$ cat src/rtl/frame_arb_pkg.sv
// Shared types and widths for the frame arbiter and its round-robin picker.
package frame_arb_pkg;

    localparam int BYTE_W      = 8;
    localparam int FRAME_CNT_W = 16;
    localparam int LEN_CNT_W   = 16;
    localparam int GAP_CNT_W   = 16;

    typedef enum logic [1:0] {
        ST_IDLE  = 2'd0,
        ST_XFER  = 2'd1,
        ST_GAP   = 2'd2,
        ST_DRAIN = 2'd3
    } arb_state_t;

    function automatic int ptr_width(input int n);
        return (n > 1) ? $clog2(n) : 1;
    endfunction

endpackage

$ cat src/rtl/rr_pick.sv
// Combinational round-robin picker: first set request at or after i_start, one-hot.
module rr_pick #(
    parameter int N     = 4,
    parameter int PTR_W = 2
) (
    input  logic [N-1:0]     i_req,
    input  logic [PTR_W-1:0] i_start,
    output logic [N-1:0]     o_pick
);

    // Walk offsets from the far end so the nearest request to i_start wins last.
    always_comb begin
        o_pick = '0;
        for (int off = N - 1; off >= 0; off--) begin
            if (i_req[(int'(i_start) + off) % N]) begin
                o_pick = '0;
                o_pick[(int'(i_start) + off) % N] = 1'b1;
            end
        end
    end

endmodule

$ cat src/rtl/frame_arbiter.sv
// Round-robin byte-stream frame arbiter with inter-frame gap and length abort.
// state | meaning: IDLE arbitrate | XFER forward owner bytes | GAP forced idle | DRAIN discard to last
module frame_arbiter
    import frame_arb_pkg::*;
#(
    parameter int N_SRC   = 4,
    parameter int IFG     = 2,
    parameter int MAX_LEN = 1518
) (
    input  logic                     clk,
    input  logic                     rst_n,
    input  logic [N_SRC-1:0]         src_valid,
    input  logic [BYTE_W*N_SRC-1:0]  src_data,
    input  logic [N_SRC-1:0]         src_last,
    output logic [N_SRC-1:0]         src_ready,
    output logic [N_SRC-1:0]         grant,
    output logic [BYTE_W-1:0]        rxd,
    output logic                     rx_dv,
    output logic                     len_err,
    output logic [FRAME_CNT_W-1:0]   frame_cnt
);

    localparam int                   PTR_W    = ptr_width(N_SRC);
    localparam logic [LEN_CNT_W-1:0] LEN_MAX  = LEN_CNT_W'(MAX_LEN);
    localparam logic [GAP_CNT_W-1:0] GAP_LOAD = GAP_CNT_W'((IFG > 0) ? IFG - 1 : 0);
    localparam arb_state_t           END_ST   = (IFG > 0) ? ST_GAP : ST_IDLE;

    arb_state_t             r_state,  w_state_nxt;
    logic [N_SRC-1:0]       r_grant,  w_grant_nxt;
    logic [PTR_W-1:0]       r_ptr,    w_ptr_nxt;
    logic [LEN_CNT_W-1:0]   r_cnt,    w_cnt_nxt;
    logic [GAP_CNT_W-1:0]   r_gap,    w_gap_nxt;
    logic [BYTE_W-1:0]      r_rxd,    w_rxd_nxt;
    logic                   r_dv,     w_dv_nxt;
    logic                   r_lerr,   w_lerr_nxt;
    logic [FRAME_CNT_W-1:0] r_fcnt,   w_fcnt_nxt;

    logic [N_SRC-1:0]  w_pick;
    logic [PTR_W-1:0]  w_ptr_after;
    logic [BYTE_W-1:0] w_byte;
    logic              w_last;
    logic              w_busy;
    logic              w_acc;

    rr_pick #(
        .N     (N_SRC),
        .PTR_W (PTR_W)
    ) u_rr_pick (
        .i_req   (src_valid),
        .i_start (r_ptr),
        .o_pick  (w_pick)
    );

    always_comb begin
        w_byte      = '0;
        w_last      = 1'b0;
        w_ptr_after = '0;
        for (int i = 0; i < N_SRC; i++) begin
            if (r_grant[i]) begin
                w_byte = src_data[BYTE_W*i +: BYTE_W];
                w_last = src_last[i];
            end
            if (w_pick[i]) begin
                w_ptr_after = PTR_W'((i + 1) % N_SRC);
            end
        end
    end

    assign w_busy    = (r_state == ST_XFER) || (r_state == ST_DRAIN);
    assign src_ready = w_busy ? r_grant : '0;
    assign w_acc     = |(src_valid & src_ready);

    always_comb begin
        w_state_nxt = r_state;
        w_grant_nxt = r_grant;
        w_ptr_nxt   = r_ptr;
        w_cnt_nxt   = r_cnt;
        w_gap_nxt   = r_gap;
        w_rxd_nxt   = r_rxd;
        w_dv_nxt    = 1'b0;
        w_lerr_nxt  = 1'b0;
        w_fcnt_nxt  = r_fcnt;
        unique case (r_state)
            ST_IDLE: begin
                if (|src_valid) begin
                    w_grant_nxt = w_pick;
                    w_ptr_nxt   = w_ptr_after;
                    w_cnt_nxt   = '0;
                    w_state_nxt = ST_XFER;
                end
            end
            ST_XFER: begin
                if (w_acc) begin
                    // r_cnt holds bytes already accepted; this one would exceed the limit.
                    if (r_cnt >= LEN_MAX) begin
                        w_lerr_nxt = 1'b1;
                        if (w_last) begin
                            w_grant_nxt = '0;
                            w_gap_nxt   = GAP_LOAD;
                            w_state_nxt = END_ST;
                        end else begin
                            w_state_nxt = ST_DRAIN;
                        end
                    end else begin
                        w_rxd_nxt = w_byte;
                        w_dv_nxt  = 1'b1;
                        w_cnt_nxt = r_cnt + LEN_CNT_W'(1);
                        if (w_last) begin
                            w_fcnt_nxt  = r_fcnt + FRAME_CNT_W'(1);
                            w_grant_nxt = '0;
                            w_gap_nxt   = GAP_LOAD;
                            w_state_nxt = END_ST;
                        end
                    end
                end
            end
            ST_DRAIN: begin
                if (w_acc && w_last) begin
                    w_grant_nxt = '0;
                    w_gap_nxt   = GAP_LOAD;
                    w_state_nxt = END_ST;
                end
            end
            ST_GAP: begin
                if (r_gap == '0) begin
                    w_state_nxt = ST_IDLE;
                end else begin
                    w_gap_nxt = r_gap - GAP_CNT_W'(1);
                end
            end
            default: w_state_nxt = ST_IDLE;
        endcase
    end

    always_ff @(posedge clk or negedge rst_n) begin
        if (!rst_n) begin
            r_state <= ST_IDLE;
            r_grant <= '0;
            r_ptr   <= '0;
            r_cnt   <= '0;
            r_gap   <= '0;
            r_rxd   <= '0;
            r_dv    <= 1'b0;
            r_lerr  <= 1'b0;
            r_fcnt  <= '0;
        end else begin
            r_state <= w_state_nxt;
            r_grant <= w_grant_nxt;
            r_ptr   <= w_ptr_nxt;
            r_cnt   <= w_cnt_nxt;
            r_gap   <= w_gap_nxt;
            r_rxd   <= w_rxd_nxt;
            r_dv    <= w_dv_nxt;
            r_lerr  <= w_lerr_nxt;
            r_fcnt  <= w_fcnt_nxt;
        end
    end

    assign grant     = r_grant;
    assign rxd       = r_rxd;
    assign rx_dv     = r_dv;
    assign len_err   = r_lerr;
    assign frame_cnt = r_fcnt;

endmodule

$ cat config.mk
export PLATFORM = sky130hd
export DESIGN_NAME = frame_arbiter
export DESIGN_NICKNAME = d
export VERILOG_FILES = /design/src/rtl/frame_arb_pkg.sv /design/src/rtl/rr_pick.sv /design/src/rtl/frame_arbiter.sv
export SDC_FILE = /design/constraint.sdc
export NUM_CORES = 1
export LEC_CHECK = 0
export ABC_AREA = 1
export BUFFER_PORTS_ARGS = -buffer_cell sky130_fd_sc_hd__buf_2
export CORE_MARGIN = 5
export CORE_UTILIZATION = 61
export DETAILED_ROUTE_END_ITERATION = 10
export GPL_TIMING_DRIVEN = 0
export HOLD_SLACK_MARGIN = 0.1
export PLACE_DENSITY = 0.91
export SETUP_SLACK_MARGIN = 0.1
export SYNTH_ARGS = -nofsm -noshare
export SYNTH_HDL_FRONTEND = slang
export SYNTH_SLANG_ARGS = --single-unit
$ cat constraint.sdc
create_clock -name clk -period 5.25 [get_ports clk]
set_input_delay 0.7875 -clock clk [delete_from_list [all_inputs] [get_ports clk]]
set_output_delay 0.7875 -clock clk [all_outputs]
set_load 0.005 [all_outputs]
==> flow_summary.ini, run 1 <==
[clocking]
clock_sinks = 66
path_clk_slew_ns = 0.07
root_buffer = clkbuf_8
clkLatencyLatePin_ns = 0.34
cts_buffers = 9
cts_tree = built
postCtsResizedCells = 0
cts_setup_buffers = 0
ctsHtreeMaxLevel = 3
cts_buffer_depth = 2
cts-hold-fix-buffers = 0

[finish]
final_nets = 738
layout_commonest_cell = nand2_1
utilization = 0.734
nFillCells = 526
multi_input_area_mm2 = 0.00242
final_cell_mix = nand2_1 (170), nor2_1 (87), buf_2 (76)
syn_to_final_growth_pct = 15.6
diodes = 0
drive_above_1_share = 0.235
fin_cells = 785
register_area_mm2 = 0.00165

[drt]
drtPass1Iterations = 4
routed_via_density = 5.37
wl_mm = 10.4
ant_nets = 0
wl_per_cell_um = 13.3
route.vias.total = 4219
drtIter0Drc = 199
remaining_drc_errors = 0

[power_and_ir_drop]
seqPwrFrac = 0.283
p_leak_nw = 2.61
pwr-share-clk = 0.140
p_int_w = 0.00147
power_frac_comb = 0.578
peakVddDrop_uv = 326
p_sw_w = 0.00139
swShare = 0.486
p_per_area_mw_per_mm2 = 569

[grt]
grt_use_met1 = 0.303
grt_pass1_wl_mm = 17.7
busiest_layer = met2
use_met2 = 0.418
grt_pass1_vias = 4088
antenna_found_initial = 0
grt_start_max_net_pins = 67
grt_usage = 0.248
gr-usage-met3 = 0.0637
grt_overflow = 0

[placed_design]
hpwl_mm = 7.78
placed_cells = 769
io_buffers = 75
gp_congestion = 0.946

[setup_path]
slowest_stage = dfrtp_1
slowest_delay_ns = 0.55
cp-end-kind = flip-flop
worstPathRequired_ns = 5.49
critPathKind = reg -> reg
crit_path_start_kind = flip-flop
crit_fanout = 10
arrival_ns = 2.52
worstPathCellList = inv_1 -> ha_1 -> inv_1 -> nand3_1 -> nand2_1 -> o21ai_0 -> inv_1 -> a21oi_1 -> nand2_1 -> nand2_1 -> nand2_1
critPathMostFrequentCell = nand2_1

[timing]
slew_headroom = 0.469
fin_tns_setup_ns = 0
final_max_slew_viol_count = 0
setup_viol = 0
fin_crit_sh = 0.435
finalClockSkew_ns = 0.00457
rsz0062_at_grt = false
fmaxAchievable_ghz = 0.438
hold_violations = 0
worstMarginPinSlew_ns = 0.797
min_period_ns = 2.28

[floorplan]
initial_core_util = 0.635
coreArea_mm2 = 0.00687
die-area_mm2 = 0.00895
io_pins = 76
fp-row-count = 30
die_w_um = 94.6
die_h_um = 94.6

[outcome]
status = completed

[synth]
ys_ff_latch = 66
syn_area_mm2 = 0.00436
synthesis.nets = 652
syn_area_per_cell_um2 = 7.30
synth_warnings = 0
synth_cell_types = 31
postSynthCellCount = 598
ys_seq_area_frac = 0.378

[worst_hold_path]
min_path_type = reg -> reg

[run]
maxCapViolCount = 0
-- worst max-delay path: cells and delay by family, from the launching register on --
family | cells | cell delay (ns)
fa+ha+maj | 1 | 0.36
buf+inv | 3 | 0.34
simple gates | 5 | 0.48
flops | 1 | 0.55
compound gates | 2 | 0.44
-- Yosys cell counts, drive strengths merged --
cell type | instances | area (um2)
xnor2 | 15 | 131
or2 | 10 | 62.6
nor3 | 9 | 45.0
dfrtp | 66 | 1650
nand2 | 189 | 762
a31oi | 1 | 21.3
xor2 | 17 | 149
ha | 12 | 150
o21ai | 45 | 282
nand4 | 3 | 18.8
nor2 | 94 | 395
a21oi | 14 | 70.1
nor4 | 1 | 6.26
buf | 10 | 96.3
clkinv | 1 | 3.75
nand3 | 52 | 265
inv | 50 | 190
a211oi | 8 | 60.1
clkbuf | 1 | 3.75
-- flip-flops by register name (all words and copies together) (netlist names) --
signal / count
frame_cnt: 16
r_gap: 16
grant: 4
r_state: 2
rx_dv: 1
len_err: 1
r_cnt: 16
r_ptr: 2
rxd: 8
-- final cells by class --
class / instances / area share
well taps: 96 / 0.0238
repair buffers: 75 / 0.0749
flip-flops and latches: 66 / 0.327
inverters: 51 / 0.0384
clock inverters: 2 / 0.00198
plain buffers: 11 / 0.0198
multi-input cells: 470 / 0.479
clock buffers: 14 / 0.0342
-- layer usage --
metal  vias to the layer above  part of all wire
met3                        27             0.079
met4                         0             0.021
met2                       187              0.48
met5                         -                 0
li1                       2088                 -
met1                      1917              0.42
-- power by group through the flow --
stage	Sequential [W]	Clock, W	Combinational (W)
2_1_floorplan	0.000785	0	0.00126
3_3_place_gp	0.000806	0	0.00156
3_5_place_dp	0.000811	0	0.00163
4_1_cts	0.000806	0.000405	0.00164
5_1_grt	0.000832	0.000430	0.00186
6_report	0.000811	0.000401	0.00166
-- through the flow --
| stage | setup slack [ns] | hold slack, ns | power, W | area [um2] |
|---|---|---|---|---|
| after floorplan | 3.38 | 0.453 | 0.00205 | 4360 |
| after global placement | 3.14 | 0.468 | 0.00237 | 4860 |
| after detailed placement | 3.04 | 0.476 | 0.00244 | 4860 |
| after CTS | 3.04 | 0.487 | 0.00285 | 5040 |
| after global routing | 2.72 | 0.510 | 0.00312 | 5040 |
| final | 2.97 | 0.486 | 0.00287 | 5040 |
-- logic make-up (layout without fill, tap and decap cells) --
| logic type | Yosys count | count (layout) | synth area share |
|---|---|---|---|
| fa+ha+maj | 12 | 12 | 0.0344 |
| compound gates | 68 | 68 | 0.0992 |
| flops | 66 | 66 | 0.378 |
| buf+inv | 62 | 153 | 0.0674 |
| simple gates | 358 | 358 | 0.356 |
| xor+xnor | 32 | 32 | 0.0642 |
-- final timing paths --
path | start | endpoint | slack [ns] | cells after the start
worst max-delay path | r_ptr[0]$_DFFE_PN0P_ | r_ptr[1]$_DFFE_PN0P_ | 2.97 | 11
worst min-delay path | r_gap[0]$_DFFE_PN0P_ | r_gap[0]$_DFFE_PN0P_ | 0.49 | 1
worst max register to register | r_ptr[0]$_DFFE_PN0P_ | r_ptr[1]$_DFFE_PN0P_ | 2.97 | 11
worst min register to register | r_gap[0]$_DFFE_PN0P_ | r_gap[0]$_DFFE_PN0P_ | 0.49 | 1
max in group asynchronous | rst_n | rxd[3]$_DFFE_PN0P_ | 4.20 | 1
min in group asynchronous | rst_n | r_gap[7]$_DFFE_PN0P_ | 0.54 | 1
No activity file was read; power rests on OpenSTA's default activity.
==> run 2: changes to the inputs <==
--- a/config.mk
+++ b/config.mk
@@ -8,11 +8,11 @@
 export ABC_AREA = 1
 export BUFFER_PORTS_ARGS = -buffer_cell sky130_fd_sc_hd__buf_2
 export CORE_MARGIN = 5
-export CORE_UTILIZATION = 61
+export CORE_UTILIZATION = 51
 export DETAILED_ROUTE_END_ITERATION = 10
 export GPL_TIMING_DRIVEN = 0
 export HOLD_SLACK_MARGIN = 0.1
-export PLACE_DENSITY = 0.91
+export PLACE_DENSITY = 0.82
 export SETUP_SLACK_MARGIN = 0.1
 export SYNTH_ARGS = -nofsm -noshare
 export SYNTH_HDL_FRONTEND = slang
==> constraint.sdc (replaced) <==
create_clock -name clk -period 2.07 [get_ports clk]
set_input_delay 0.3105 -clock clk [delete_from_list [all_inputs] [get_ports clk]]
set_output_delay 0.3105 -clock clk [all_outputs]
set_load 0.005 [all_outputs]
==> run 2 against run 1 <==
  * Via count rose by 0.59%
  * Clock power increased to 2.7 times the previous value
  * Die area rose by 17%
  * Power grew to 2.6 times the previous value
  * Fmax increased by 22%
  * Setup slack got worse by 2.8 ns
  * Sequential share of layout area is 0.51 points lower
  * Count of clock-buffer cells in the layout decreased by 3
  * Core utilization fell by 11 points
==> flow_summary.ini, run 2 (same netlist as run 1, synthesis figures left out) <==
[outcome]
status = completed

[floorplan]
io_pins = 76
coreArea_mm2 = 0.00826
die_h_um = 103
fp-row-count = 33
die_w_um = 103
die-area_mm2 = 0.0105
initial_core_util = 0.528

[setup_path]
reg2reg_depth = 14
worstPathCellList = inv_2 -> nand3_1 -> nand2_1 -> nand2_1 -> nand2_2 -> inv_2 -> nand2_2 -> nand2_2 -> nor2_4 -> nand2_2 -> buf_6 -> buf_8 -> nand2_2 -> o21ai_2
arrival_ns = 2.12
crit_fanout = 10
critPathMostFrequentCell = nand2_2
path_delay_family = simple AND/OR/NAND/NOR gates
worst-path-buf-inv = 4
slowest_stage = dfrtp_1
critPathKind = reg -> reg
cp-end-kind = flip-flop
worstPathRequired_ns = 2.31
crit_cells = 14
slowest_delay_ns = 0.43
crit_path_start_kind = flip-flop

[finish]
syn_to_final_growth_pct = 17.6
layout_commonest_cell = nand2_1
drive_above_1_share = 0.250
register_area_mm2 = 0.00165
final_cell_mix = nand2_1 (169), nor2_1 (87), buf_2 (76)
final_nets = 743
nFillCells = 731
fin_area_mm2 = 0.00513
multi_input_area_mm2 = 0.00244
diodes = 0

[drt]
remaining_drc_errors = 0
ant_nets = 0
drtIter0Drc = 240
wl_per_cell_um = 13.6
wl_mm = 10.8
route.vias.total = 4244
routed_via_density = 5.32
drtPass1Iterations = 5

[timing]
setup_viol = 0
whs_ns = 0.207
min_period_ns = 1.87
finalClockSkew_ns = 0.00891
slew_headroom = 0.449
hold_violations = 0
worstMarginPinSlew_ns = 0.826
fin_tns_setup_ns = 0
fin_crit_sh = 0.906
fmaxAchievable_ghz = 0.533
final_max_slew_viol_count = 0
rsz0062_at_grt = true

[power_and_ir_drop]
p_sw_w = 0.00364
pwr-share-clk = 0.146
p_leak_nw = 2.63
p_int_w = 0.00386
seqPwrFrac = 0.270
p_per_area_mw_per_mm2 = 1460
power_frac_comb = 0.584
swShare = 0.485
peakVddDrop_uv = 722

[placed_design]
place_area_mm2 = 0.00487
io_buffers = 75
hpwl_mm = 7.98
gp_congestion = 0.902

[clocking]
clkLatencyLatePin_ns = 0.35
ctsHtreeMaxLevel = 3
cts_tree = built
root_buffer = clkbuf_8
cts_buffer_depth = 2
clock_sinks = 66
cts_buffers = 9
path_clk_slew_ns = 0.07

[grt]
grt_pass1_vias = 4134
grt_overflow = 0
antenna_found_initial = 0
grt_start_max_net_pins = 67
grt_pass1_wl_mm = 18.0
grt_usage = 0.212

[run]
maxCapViolCount = 0

[worst_hold_path]
min_path_type = in -> reg
min_path_cells = 3
## run 2: changes by cell type in the layout (fill, tap and decap cells not counted), sizes merged
cell,before,now
buf,85,89
bufinv,0,1
clkbuf,15,12
clkinv,3,1
clkinvlp,0,3
dlygate4sd3,0,1
## run 2: through the flow
stage / util / setup slack [ns] / power (W) / cells
2_1_floorplan: - / 0.215 / 0.00520 / 598
3_3_place_gp: 0.590 / -0.0545 / 0.00602 / 778
3_5_place_dp: 0.590 / -0.113 / 0.00619 / 778
4_1_cts: 0.617 / 0.155 / 0.00740 / 796
5_1_grt: 0.622 / 0.0268 / 0.00815 / 798
6_report: 0.622 / 0.195 / 0.00749 / 798
## run 2: layer usage
metal,vias up,GRT usage,share of wire
li1,2084,-,-
met1,1981,0.268,0.42
met2,157,0.363,0.50
met3,22,0.0304,0.067
met4,0,0.0918,0.018
met5,-,0,0
## run 2: tightest hold or removal path, delay by kind of cell
family | cells | cell delay (ns)
buffers and inverters | 1 | 0.08
AND/OR/NAND/NOR | 1 | 0.07
AO/OA/AOI/OAI | 1 | 0.06
## run 2: final timing paths
kind	startpoint	to	slack, ns
min in group asynchronous	rst_n	r_cnt[13]$_DFFE_PN0P_	0.61
min	src_data[24]	rxd[0]$_DFFE_PN0P_	0.21
max reg2reg	grant[1]$_DFFE_PN0P_	r_gap[14]$_DFFE_PN0P_	0.20
min reg2reg	r_gap[0]$_DFFE_PN0P_	r_gap[0]$_DFFE_PN0P_	0.48
max	grant[1]$_DFFE_PN0P_	r_gap[14]$_DFFE_PN0P_	0.20
max in group asynchronous	rst_n	r_ptr[1]$_DFFE_PN0P_	0.89
## run 2: layout make-up
type / count / share of cell area
flip-flops and latches: 66 / 0.322
clock inverters: 4 / 0.0102
well taps: 105 / 0.0256
repair buffers: 80 / 0.0814
plain buffers: 11 / 0.0195
clock buffers: 11 / 0.0275
multi-input cells: 470 / 0.475
inverters: 51 / 0.0383
## run 2: power groups by stage
stage               Clock, W  Sequential (W)  Combinational [W]
floorplan                  0         0.00199            0.00321
global placement           0         0.00205            0.00397
detailed placement         0         0.00205            0.00414
CTS                  0.00112         0.00202            0.00427
global route         0.00115         0.00207            0.00492
finish               0.00109         0.00202            0.00438
## run 2: what timing repair did
| action | in CTS | in global routing |
|---|---|---|
| setup endpoints to repair | 4 | 23 |
| endpoints found under the hold margin | 59 | 0 |
| hold buffers | 1 | 0 |
| gates resized for setup | 3 | 8 |
| setup buffers | 2 | 2 |
| gates cloned | 0 | 0 |
| pin swaps | 0 | 1 |
==> run 3: changes to the inputs <==
--- a/config.mk
+++ b/config.mk
@@ -13,6 +13,7 @@
 export GPL_TIMING_DRIVEN = 0
 export HOLD_SLACK_MARGIN = 0.1
 export PLACE_DENSITY = 0.82
+export REMOVE_ABC_BUFFERS = 1
 export SETUP_SLACK_MARGIN = 0.1
 export SYNTH_ARGS = -nofsm -noshare
 export SYNTH_HDL_FRONTEND = slang
==> run 3 against run 2 <==
  * Register-to-register slack worse by 0.05 ns
  * Critical path depth is 3 lower
  * Sequential power is 7% higher
  * Die area stayed put
  * Setup slack worse by 0.045 ns
  * Non-clock buffer count is 8 lower
  * Worst hold slack worse by 0.0084 ns
  * Count of clock-buffer cells in the layout is 1 lower
  * Critical endpoint is now r_gap[9]$_DFFE_PN0P_
  * Largest cell class unchanged
==> flow_summary.ini, run 3 (same netlist as run 1, synthesis figures left out) <==
[setup_path]
rrSetupSlack_ns = 0.15
timing.rr.end = r_gap[9]$_DFFE_PN0P_
crit_fanout = 12
critPathMostFrequentCell = nand2_2
worst-path-buf-inv = 2
slowest_delay_ns = 0.62
slowest_stage = dfrtp_1
worstPathCellList = nand3_1 -> nand2_1 -> nand2_1 -> nand2_2 -> inv_2 -> nand2_2 -> nand2_2 -> nor2_4 -> nand2_4 -> buf_12 -> o21ai_2
critPathKind = reg -> reg
path_delay_family = simple AND/OR/NAND/NOR gates
cp-end-kind = flip-flop
arrival_ns = 2.19
reg2reg_depth = 11
crit_path_start_kind = flip-flop
worstPathRequired_ns = 2.34
r2r-start = grant[0]$_DFFE_PN0P_

[worst_hold_path]
hold_end = rxd[3]$_DFFE_PN0P_
hold_start = src_data[27]
min_path_type = in -> reg
min_path_cells = 3

[timing]
worstMarginPinSlew_ns = 0.838
min_period_ns = 1.92
final_max_slew_viol_count = 0
rsz0062_at_grt = true
setup_viol = 0
hold_violations = 0
finalClockSkew_ns = 0.00732
fmaxAchievable_ghz = 0.521
fin_crit_sh = 0.928
fin_tns_setup_ns = 0
slew_headroom = 0.441

[placed_design]
io_buffers = 75
place_area_mm2 = 0.00477
hpwl_mm = 7.61
gp_congestion = 0.859

[run]
maxCapViolCount = 0

[drt]
route.vias.total = 4174
routed_via_density = 5.27
wl_per_cell_um = 13.5
drtIter0Drc = 277
ant_nets = 0
remaining_drc_errors = 0
drtPass1Iterations = 5
wl_mm = 10.7

[clocking]
clkLatencyLatePin_ns = 0.35
root_buffer = clkbuf_8
cts_buffer_depth = 2
clock_sinks = 66
path_clk_slew_ns = 0.08
ctsHtreeMaxLevel = 3
cts_tree = built
cts_buffers = 9

[power_and_ir_drop]
p_leak_nw = 2.61
peakVddDrop_uv = 838
p_per_area_mw_per_mm2 = 1470
power.total_w = 0.00753

[finish]
diodes = 0
drive_above_1_share = 0.255
final_nets = 736
nFillCells = 727
layout_commonest_cell = nand2_1
fin_area_mm2 = 0.00512
multi_input_area_mm2 = 0.00247
final_cell_mix = nand2_1 (169), nor2_1 (87), buf_2 (74)
syn_to_final_growth_pct = 17.4
register_area_mm2 = 0.00166

[floorplan]
fp-row-count = 33
initial_core_util = 0.528
die-area_mm2 = 0.0105
coreArea_mm2 = 0.00826
die_w_um = 103
die_h_um = 103
io_pins = 76

[outcome]
status = completed

[grt]
grt_pass1_wl_mm = 17.2
grt_pass1_vias = 3907
grt_start_max_net_pins = 67
grt_overflow = 0
grt_usage = 0.205
antenna_found_initial = 0
run 3: layout make-up:
class | instances | share of cell area
multi-input combinational | 471 | 0.482
clock inverter | 6 | 0.0127
timing repair buffer | 83 | 0.0884
tap | 105 | 0.0256
inverter | 51 | 0.0401
clock buffer | 10 | 0.0269
sequential | 66 | 0.324
run 3: worst max-delay path by stage:
stage | endpoint | slack [ns] | startpoint | cells after the start
floorplan | r_gap[2]$_DFFE_PN0P_ | 0.19 | grant[1]$_DFFE_PN0P_ | 12
global placement | r_gap[3]$_DFFE_PN0P_ | -0.19 | grant[2]$_DFFE_PN0P_ | 10
detailed placement | r_gap[4]$_DFFE_PN0P_ | -0.22 | grant[2]$_DFFE_PN0P_ | 10
CTS | r_ptr[1]$_DFFE_PN0P_ | 0.10 | r_ptr[1]$_DFFE_PN0P_ | 11
global route | r_gap[1]$_DFFE_PN0P_ | 0.05 | grant[0]$_DFFE_PN0P_ | 11
finish | r_gap[9]$_DFFE_PN0P_ | 0.15 | grant[0]$_DFFE_PN0P_ | 11
run 3: tightest hold or removal path, stage by stage:
cell and delay, ns:
buf_2 0.08, a211oi_1 0.06, nor2_1 0.07
run 3: per-layer routing:
| metal | wire, um | up-vias | GRT usage | part of all wire |
|---|---|---|---|---|
| met5 | 0 | - | 0 | 0 |
| met4 | 245 | 0 | 0.0969 | 0.023 |
| met3 | 730 | 23 | 0.0379 | 0.068 |
| met2 | 5230 | 137 | 0.335 | 0.49 |
| met1 | 4480 | 1935 | 0.263 | 0.42 |
| li1 | - | 2079 | - | - |
run 3: timing repair:
item	in CTS	in global routing
hold buffers	1	0
gates resized for setup	8	14
hold endpoints to repair	56	0
gates cloned	0	1
pin swaps	0	3
setup endpoints to repair	34	43
buffers inserted	1	6
run 3: power by group:
group / switching [W] / total, W / leakage [nW] / internal, W
sequential: 0.000502 / 0.00216 / 0.863 / 0.00165
clock: 0.000534 / 0.00112 / 0.103 / 0.000591
combinational: 0.00267 / 0.00425 / 1.64 / 0.00158
run 3: metrics by stage:
stage               utilization  setup WS, ns  hold slack (ns)  instances
floorplan                     -         0.190           0.0149        587
global placement          0.578        -0.186            0.472        767
detailed placement        0.578        -0.225            0.467        767
CTS                       0.607         0.104            0.196        785
global route              0.620        0.0450            0.217        792
finish                    0.620         0.150            0.198        792
